### src/rtl/cdb_arbiter_if.sv
// cdb_arbiter_if: producer result requests and the registered CDB broadcast
interface cdb_arbiter_if #(
  parameter int NUM_REQ    = 3,
  parameter int DATA_WIDTH = 32,
  parameter int ROB_WIDTH  = 4,
  localparam int SW        = $clog2(NUM_REQ)
);
  logic [NUM_REQ-1:0]            req_valid;
  logic [NUM_REQ-1:0]            req_ready;
  logic [NUM_REQ*DATA_WIDTH-1:0] req_value;
  logic [NUM_REQ*ROB_WIDTH-1:0]  req_tag;
  logic                          cdb_valid;
  logic [DATA_WIDTH-1:0]         cdb_value;
  logic [ROB_WIDTH-1:0]          cdb_tag;
  logic [SW-1:0]                 cdb_src;
  modport master (output req_valid, req_value, req_tag,
                  input  req_ready, cdb_valid, cdb_value, cdb_tag, cdb_src);
  modport slave  (input  req_valid, req_value, req_tag,
                  output req_ready, cdb_valid, cdb_value, cdb_tag, cdb_src);
endinterface

### src/rtl/cdb_arbiter.sv
// cdb_arbiter: round-robin CDB arbiter, 1-entry slot per producer; define CDB_FIXED_PRIO_EN for fixed priority
module cdb_arbiter #(
  parameter int NUM_REQ    = 3,
  parameter int DATA_WIDTH = 32,
  parameter int ROB_WIDTH  = 4,
  localparam int SW        = $clog2(NUM_REQ)
) (
  input  logic         clk_in,
  input  logic         rst_in,
  input  logic         rdy_in,
  input  logic         flush_in,
  cdb_arbiter_if.slave bus
);
  logic [NUM_REQ-1:0]    full_q, full_d, grant, acc;
  logic [DATA_WIDTH-1:0] val_q [NUM_REQ];
  logic [ROB_WIDTH-1:0]  tag_q [NUM_REQ];
  logic [SW-1:0]         win;
  logic                  found, go, run;
  logic                  cdb_valid_q;
  logic [DATA_WIDTH-1:0] cdb_value_q;
  logic [ROB_WIDTH-1:0]  cdb_tag_q;
  logic [SW-1:0]         cdb_src_q;
  assign run = rdy_in & ~flush_in;
`ifdef CDB_FIXED_PRIO_EN
  always_comb begin
    win = '0;
    found = 1'b0;
    for (int k = NUM_REQ-1; k >= 0; k--)
      if (full_q[k]) begin
        win = SW'(k);
        found = 1'b1;
      end
  end
`else
  logic [SW-1:0] rr_q, rr_d, idx;
  // descending scan so the slot closest to rr_q is the last (winning) assignment
  always_comb begin
    win = '0;
    found = 1'b0;
    idx = '0;
    for (int k = NUM_REQ-1; k >= 0; k--) begin
      idx = SW'((int'(rr_q) + k) % NUM_REQ);
      if (full_q[idx]) begin
        win = idx;
        found = 1'b1;
      end
    end
    rr_d = flush_in ? '0 : go ? (win == SW'(NUM_REQ-1) ? '0 : win + 1'b1) : rr_q;
  end
  always_ff @(posedge clk_in) rr_q <= rst_in ? '0 : rdy_in ? rr_d : rr_q;
`endif
  assign go = found & run;
  assign grant = go ? NUM_REQ'(1) << win : '0;
  assign bus.req_ready = {NUM_REQ{run}} & (~full_q | grant);
  assign acc = bus.req_valid & bus.req_ready;
  assign full_d = flush_in ? '0 : (full_q & ~grant) | acc;
  always_ff @(posedge clk_in) begin
    if (rst_in) begin
      full_q <= '0;
      cdb_valid_q <= 1'b0;
      cdb_value_q <= '0;
      cdb_tag_q <= '0;
      cdb_src_q <= '0;
    end else if (rdy_in) begin
      full_q <= full_d;
      cdb_valid_q <= go;
      if (go) begin
        cdb_value_q <= val_q[win];
        cdb_tag_q <= tag_q[win];
        cdb_src_q <= win;
      end
    end
  end
  always_ff @(posedge clk_in)
    for (int i = 0; i < NUM_REQ; i++)
      if (acc[i]) begin
        val_q[i] <= bus.req_value[i*DATA_WIDTH +: DATA_WIDTH];
        tag_q[i] <= bus.req_tag[i*ROB_WIDTH +: ROB_WIDTH];
      end
  assign bus.cdb_valid = cdb_valid_q;
  assign bus.cdb_value = cdb_value_q;
  assign bus.cdb_tag = cdb_tag_q;
  assign bus.cdb_src = cdb_src_q;
endmodule

### src/flat_wrapper.sv
// flat-port wrapper written by rule: the top's interface ports become plain ports
module cdb_arbiter_flat 
#(
  parameter int NUM_REQ    = 3,
  parameter int DATA_WIDTH = 32,
  parameter int ROB_WIDTH  = 4,
  localparam int SW        = $clog2(NUM_REQ)
)
  (clk_in, rst_in, rdy_in, flush_in, bus_req_valid, bus_req_value, bus_req_tag, bus_req_ready, bus_cdb_valid, bus_cdb_value, bus_cdb_tag, bus_cdb_src);
  cdb_arbiter_if #(.NUM_REQ(NUM_REQ), .DATA_WIDTH(DATA_WIDTH), .ROB_WIDTH(ROB_WIDTH)) bus_i ();
  input  logic clk_in;
  input  logic rst_in;
  input  logic rdy_in;
  input  logic flush_in;
  input wire logic [$bits(bus_i.req_valid)-1:0] bus_req_valid;
  input wire logic [$bits(bus_i.req_value)-1:0] bus_req_value;
  input wire logic [$bits(bus_i.req_tag)-1:0] bus_req_tag;
  output wire logic [$bits(bus_i.req_ready)-1:0] bus_req_ready;
  output wire logic [$bits(bus_i.cdb_valid)-1:0] bus_cdb_valid;
  output wire logic [$bits(bus_i.cdb_value)-1:0] bus_cdb_value;
  output wire logic [$bits(bus_i.cdb_tag)-1:0] bus_cdb_tag;
  output wire logic [$bits(bus_i.cdb_src)-1:0] bus_cdb_src;
  assign bus_i.req_valid = bus_req_valid;
  assign bus_i.req_value = bus_req_value;
  assign bus_i.req_tag = bus_req_tag;
  assign bus_req_ready = bus_i.req_ready;
  assign bus_cdb_valid = bus_i.cdb_valid;
  assign bus_cdb_value = bus_i.cdb_value;
  assign bus_cdb_tag = bus_i.cdb_tag;
  assign bus_cdb_src = bus_i.cdb_src;
  cdb_arbiter #(.NUM_REQ(NUM_REQ), .DATA_WIDTH(DATA_WIDTH), .ROB_WIDTH(ROB_WIDTH)) u_core (.clk_in(clk_in), .rst_in(rst_in), .rdy_in(rdy_in), .flush_in(flush_in), .bus(bus_i));
endmodule
### config.mk
export PLATFORM = sky130hd
export DESIGN_NAME = cdb_arbiter_flat
export DESIGN_NICKNAME = d
export VERILOG_FILES = /design/src/rtl/cdb_arbiter_if.sv /design/src/rtl/cdb_arbiter.sv /design/src/flat_wrapper.sv
export SDC_FILE = /design/constraint.sdc
export NUM_CORES = 1
export LEC_CHECK = 0
export ABC_CLOCK_PERIOD_IN_PS = 2800
export BUFFER_PORTS_ARGS = -buffer_cell sky130_fd_sc_hd__buf_2
export CAP_MARGIN = 20
export CELL_PAD_IN_SITES_DETAIL_PLACEMENT = 1
export CELL_PAD_IN_SITES_GLOBAL_PLACEMENT = 2
export CORE_MARGIN = 4
export CORE_UTILIZATION = 30
export CTS_BUF_LIST = sky130_fd_sc_hd__clkbuf_4 sky130_fd_sc_hd__clkbuf_8 sky130_fd_sc_hd__clkbuf_16
export CTS_CLUSTER_SIZE = 28
export DETAILED_ROUTE_END_ITERATION = 12
export PLACE_DENSITY = 0.76
export SLEW_MARGIN = 20
export SYNTH_ARGS = -nofsm -noshare
export SYNTH_HDL_FRONTEND = slang
export SYNTH_SLANG_ARGS = --single-unit
export TNS_END_PERCENT = 10
### constraint.sdc
create_clock -name clk_in -period 2.8 [get_ports clk_in]
set_input_delay 0.42 -clock clk_in [delete_from_list [all_inputs] [get_ports clk_in]]
set_output_delay 0.42 -clock clk_in [all_outputs]
set_load 0.01 [all_outputs]
### Word level (Yosys, flattened, before mapping)

Memory sizes are Yosys's and may differ from the RTL's. A register that Yosys moved wholly into a read port is not among the register bits.
Cells that the tools add are included.

| operators by class | value |
|---|---|
| divide/modulo/power cells | 3 |
| shift operators | 1 |
| eq/ne operators | 1 |
| $add $sub $neg | 3 |
| $lt $le $gt $ge | 3 |
| reductions and logical operators | 3 |
| bitwise logic cells | 10 |
| muxes and demuxes | 23 |

Operator list:

| operator | count |
|---|---|
| remainder unit 32 x 3 -> 32 bit, second input constant | 2 |
| remainder unit 3 x 3 -> 32 bit, second input constant | 1 |
| 2-to-1 mux 1 bit | 12 |
| 2-to-1 mux 2 bit | 6 |
| AND 3 bit | 3 |
| < comparator 2 x 3 -> 1 bit, second input constant | 3 |
| binary-select mux 1 bit (select 2 bit) | 3 |
| 2-to-1 mux 3 bit | 2 |
| inverter 3 bit | 2 |
| bitwise OR 3 bit | 2 |
| AND reduction 2 bit | 2 |
| adder 2 x 1 -> 3 bit, second input constant | 1 |
| adder 2 x 2 -> 3 bit, second input constant | 1 |
| left shift 1 x 2 -> 3 bit, first input constant | 1 |
| adder 2 x 1 -> 2 bit, second input constant | 1 |
| AND 1 bit | 2 |
| equality test 2 bit, second input constant | 1 |
| nonzero test 2 bit | 1 |
| inverter 1 bit | 1 |

| word-level totals | value |
|---|---|
| output and inout port bits | 42 |
| bits in writable memories | 108 |
| input bits | 115 |
| register bits after elaboration | 8 |
| memories kept | 2 |

Memory list:

| name | depth | bits a word | rd ports | clocked after Yosys merged registers in | wr ports | RTL line | source |
|---|---|---|---|---|---|---|---|
| u_core.val_q | 3 | 32 | 1 | 1 | 3 | cdb_arbiter.sv:15 | `logic [DATA_WIDTH-1:0] val_q [NUM_REQ];` |
| u_core.tag_q | 3 | 4 | 1 | 1 | 3 | cdb_arbiter.sv:16 | `logic [ROB_WIDTH-1:0] tag_q [NUM_REQ];` |

### Logic depth before layout (Yosys ltp)

| depth | value |
|---|---|
| word-level depth | 14 |
| mapped depth | 11 |

### Worst setup path after synthesis

Ideal clock, no wire load.

| path | value |
|---|---|
| path kind | register to register |
| start point | reg u_core.rr_q[0] |
| end point | mem u_core.tag_q[1][0] (enable) |
| data required time | 2409 ps |
| path slack | -272 ps |
| period minus slack after synthesis | 3072 ps |
| buffers on the path | 2 |
| stages on the path, launching flop included | 10 |
| data arrival time | 2681 ps |
| cells stage by stage | dfxtp_1 -> inv_1 -> ha_1 -> buf_2 -> nand2_1 -> or4_4 -> and3_1 -> buf_6 -> nor3_2 -> o211a_1 |

RTL lines:

| element | RTL line | source |
|---|---|---|
| start: declaration | cdb_arbiter.sv:35 | `logic [SW-1:0] rr_q, rr_d, idx;` |
| start signal: assignment | cdb_arbiter.sv:50 | `always_ff @(posedge clk_in) rr_q <= rst_in ? '0 : rdy_in ? rr_d : rr_q;` |
| end: declaration | cdb_arbiter.sv:16 |  |

### Final worst setup path

| path | value |
|---|---|
| start point | reg u_core.rr_q[0] |
| end point | out bus_req_ready[1] |

| on the way | value |
|---|---|
| word-level cells in the longest chain between the ends | 11 |
| elaborated cells between the ends (all ways) | 22 |
| classes of those cells | 2 x add/sub; 3 x div; 1 x shift; 13 x mux; 3 x bitwise |

RTL lines:

| element | RTL line | source |
|---|---|---|
| adder 2 x 2 -> 3 bit | cdb_arbiter.sv:42 | `idx = SW'((int'(rr_q) + k) % NUM_REQ);` |
| remainder unit 32 x 3 -> 32 bit | cdb_arbiter.sv:42 |  |
| binary-select mux 1 bit (select 2 bit) | cdb_arbiter.sv:43 | `if (full_q[idx]) begin` |
| 2-to-1 mux 1 bit (not written as such) | cdb_arbiter.sv:43 |  |
| 2-to-1 mux 2 bit / 2-to-1 mux 1 bit (equally long branches) (3 in a row) | cdb_arbiter.sv:43 |  |
| left shift 1 x 2 -> 3 bit / AND 1 bit (equally long branches) | cdb_arbiter.sv:53, cdb_arbiter.sv:52 |  |
| 2-to-1 mux 3 bit (*) | cdb_arbiter.sv:53 | `assign grant = go ? NUM_REQ'(1) << win : '0;` |
| bitwise OR 3 bit (*) | cdb_arbiter.sv:54 | `assign bus.req_ready = {NUM_REQ{run}} & (~full_q \| grant);` |
| AND 3 bit (*) | cdb_arbiter.sv:54 |  |
| end: declaration | flat_wrapper.sv:18 | `output wire logic [$bits(bus_i.req_ready)-1:0] bus_req_ready;` |

Mark *: on every way between the ends. The rest lies on a longest branch, timed or not. The select of a mux whose other input is x is not followed.

==> impl_metrics.ini <==
[status]
status = finished clean

[timing]
fin_tns_setup_ps = 0
setup_viol = 0
finalClockSkew_ps = 25.27
worst_slew_pin_slew_ps = 910.0
min_period_over_period = 0.9914
relSlewSlack = 0.3919
hold_violations = 0
fmax_mhz = 360.2
fin_hold_ws_ps = 155.4
rsz0062_at_grt = yes
maxSlewViolCount = 0
period_needed_ps = 2776

[synth]
synth_top_area_frac = 0.5590
synth_flop_cell = edfxtp_1
synthTopCellsByArea = edfxtp_1 (56%), dfxtp_1 (15%), a32o_1 (6.2%)
ys_async_sr_fraction = 0
yosysMostFrequentCell = edfxtp_1
ys_ff_latch = 152
syn_area_sq_mm = 0.005802
synth_top_cell_by_area = edfxtp_1
synth_seq_area_share = 0.7108
synth-edff-count = 108
syn_avg_cell_area_sq_um = 13.49
ys_warn_count = 0
synthTopCellsByCount = edfxtp_1 (108), nand2_1 (79), dfxtp_1 (44)
syn_inst = 430
synth.distinct_cells = 42
synth_nets = 548

[global_routing]
overflow = 0
track_usage = 0.1550
antenna_found_initial = 0
grt_pass1_wl_mm = 25.76
grt_pass1_vias = 4659
grt_max_degree = 37

[min_path]
whs_path_depth = 1
hp-start = bus_req_tag[3]
hold_path.class = in -> reg
hold_path_end = u_core.tag_q[0][3]

[floorplanning]
initial_core_util = 0.3071
pin_count = 157
coreArea_sq_mm = 0.01889
die_area_sq_mm = 0.02163
rows = 50
die_x_um = 147.1
die_y_um = 147.1

[worst_setup_path]
reg2reg_slack_ps = 160
max_stage_delay_ps = 370
reg2reg_from = u_core.rr_q[0]
path_max_fanout = 6
start_kind = flip-flop
r2r_end = u_core.val_q[0][8]
crit_buf_inv = 3
reg2reg_depth = 12
critPathKind = reg -> out
required_ps = 2380
crit_path_end_kind = output pin
cpLargestDelayFamily = simple AND/OR/NAND/NOR gates
path_cells = inv_4 -> ha_4 -> nor4b_4 -> o21ai_2 -> o31ai_4 -> and2_4 -> buf_12 -> nor3_4 -> o21a_1 -> buf_2
critPathSlowestCell = dfxtp_4
cp.arrival_ps = 2360

[detailed_routing]
ant_nets = 0
dr.first_iter.drc_count = 189
drc = 0
routed_wl_mm = 16.22
dr_total_vias = 4068
first_pass_iters = 4
wl_per_cell_um = 18.45
vias_per_cell = 4.628

[cts]
cts.sinks = 152
h-tree-depth = 4
clk_pin_slew_ps = 70
numCtsBuffers = 17
root_buffer = clkbuf_16
insertion_delay_ps = 430
cts_tree = yes
clk_path_buf_depth = 2

[layout]
nets = 724
num_antenna_cells = 0
final_util = 0.4088
drive_gt1_frac = 0.3910
area_delta_synth_final_pct = 33.12

[power_and_ir_drop]
p_total_uw = 5176
power_leakage_uw = 0.003063
peakVddDrop_mv = 0.3873
powerDensity_mw_per_mm2 = 670.1

[run]
drv_cap = 0

[placed_design]
gp_congestion = 0.7925
io_buffers = 156
hpwl_mm = 11.10
placed cells by master (no fill, tap or decap), drive strengths merged, types with 2 or more instances in the layout:
master and count:
a21oi 7, a22o 2, a311oi 2, a32o 36
and2 5, and3 2, buf 183, clkbuf 19
clkinv 3, clkinvlp 4, dfxtp 44, edfxtp 108
ha 3, inv 13, mux2i 2, nand2 79
nand2b 39, nand3 37, nor2 3, nor2b 4
nor3 2, o211a 2, o21a 2, o21ai 5
what timing repair did:
item | in CTS | in global routing
hold buffers | 0 | 0
resized for setup | 22 | 11
buffers inserted | 8 | 4
pin swaps | 10 | 11
setup endpoints to repair | 6 | 2
worst reg2reg max path, stage by stage, from the launching register on:
cell and delay [ps]:
dfxtp_4 360, buf_4 140, ha_4 170, buf_4 150, nor2b_1 190, o21ai_2 90, o221ai_2 120, o211ai_1 190
nor3_2 230, buf_4 150, buf_4 100, o211a_2 240, buf_12 200
registers in the layout, summed over array words and instances (netlist names):
register	count
u_core.bus.cdb_tag	4
u_core.tag_q	12
u_core.bus.cdb_valid	1
u_core.full_q	3
u_core.bus.cdb_src	2
u_core.rr_q	2
u_core.bus.cdb_value	32
u_core.val_q	96
worst max path at each step:
| stage | start | end | slack [ps] | cells after the start |
|---|---|---|---|---|
| detailed placement | u_core.rr_q[0] | u_core.bus.cdb_value[16] | 20 | 9 |
| finish | u_core.rr_q[0] | bus_req_ready[1] | 20 | 10 |
| global route | u_core.full_q[0] | bus_req_ready[0] | -70 | 7 |
| global placement | u_core.rr_q[0] | u_core.val_q[0][24] | 120 | 10 |
| CTS | u_core.rr_q[0] | bus_req_ready[0] | 10 | 10 |
| floorplan | u_core.rr_q[0] | u_core.tag_q[0][0] | -200 | 9 |
per-layer routing:
layer  up-vias  track usage  routed length [um]
met5         -            0                   0
met4         0      0.05825                 316
met3        21      0.04164                 833
met2       123       0.2698                8365
met1      1983       0.1835                6703
li1       1941            -                   -
report_power, final:
group | internal [uW] | leakage (uW) | total, uW | switching, uW
clock | 1260 | 0.000271 | 2230 | 970
combinational | 187 | 0.00144 | 422 | 235
sequential | 2490 | 0.00135 | 2520 | 32.2
total | 3940 | 0.00306 | 5180 | 1240
through the flow:
step	cell area [sq um]	instances	setup WS, ps
after floorplan	5803	430	-203.3
after global placement	6932	836	120.9
after detailed placement	6932	836	17.01
after CTS	7667	876	10.05
after global routing	7724	879	-73.14
final	7724	879	24.01
logic make-up after synthesis:
| group | after synthesis | share of synthesized area |
|---|---|---|
| buffers and inverters | 34 | 0.03213 |
| and+or+nand+nor | 176 | 0.1503 |
| adders and majority gates | 3 | 0.006470 |
| AOI/OAI and AO/OA | 62 | 0.09489 |
| muxes | 3 | 0.005391 |
| DFF | 152 | 0.7108 |
final cells by class:
type | instances | area, sq um
tap | 260 | 325.3
timing repair buffer | 183 | 1050
multi-input combinational | 244 | 1609
fill | 2025 | 11170
clock inverter | 13 | 137.6
clock buffer | 19 | 440.4
sequential | 152 | 4129
inverter | 8 | 32.53
Note: power is estimated with default switching activity, not from simulation.
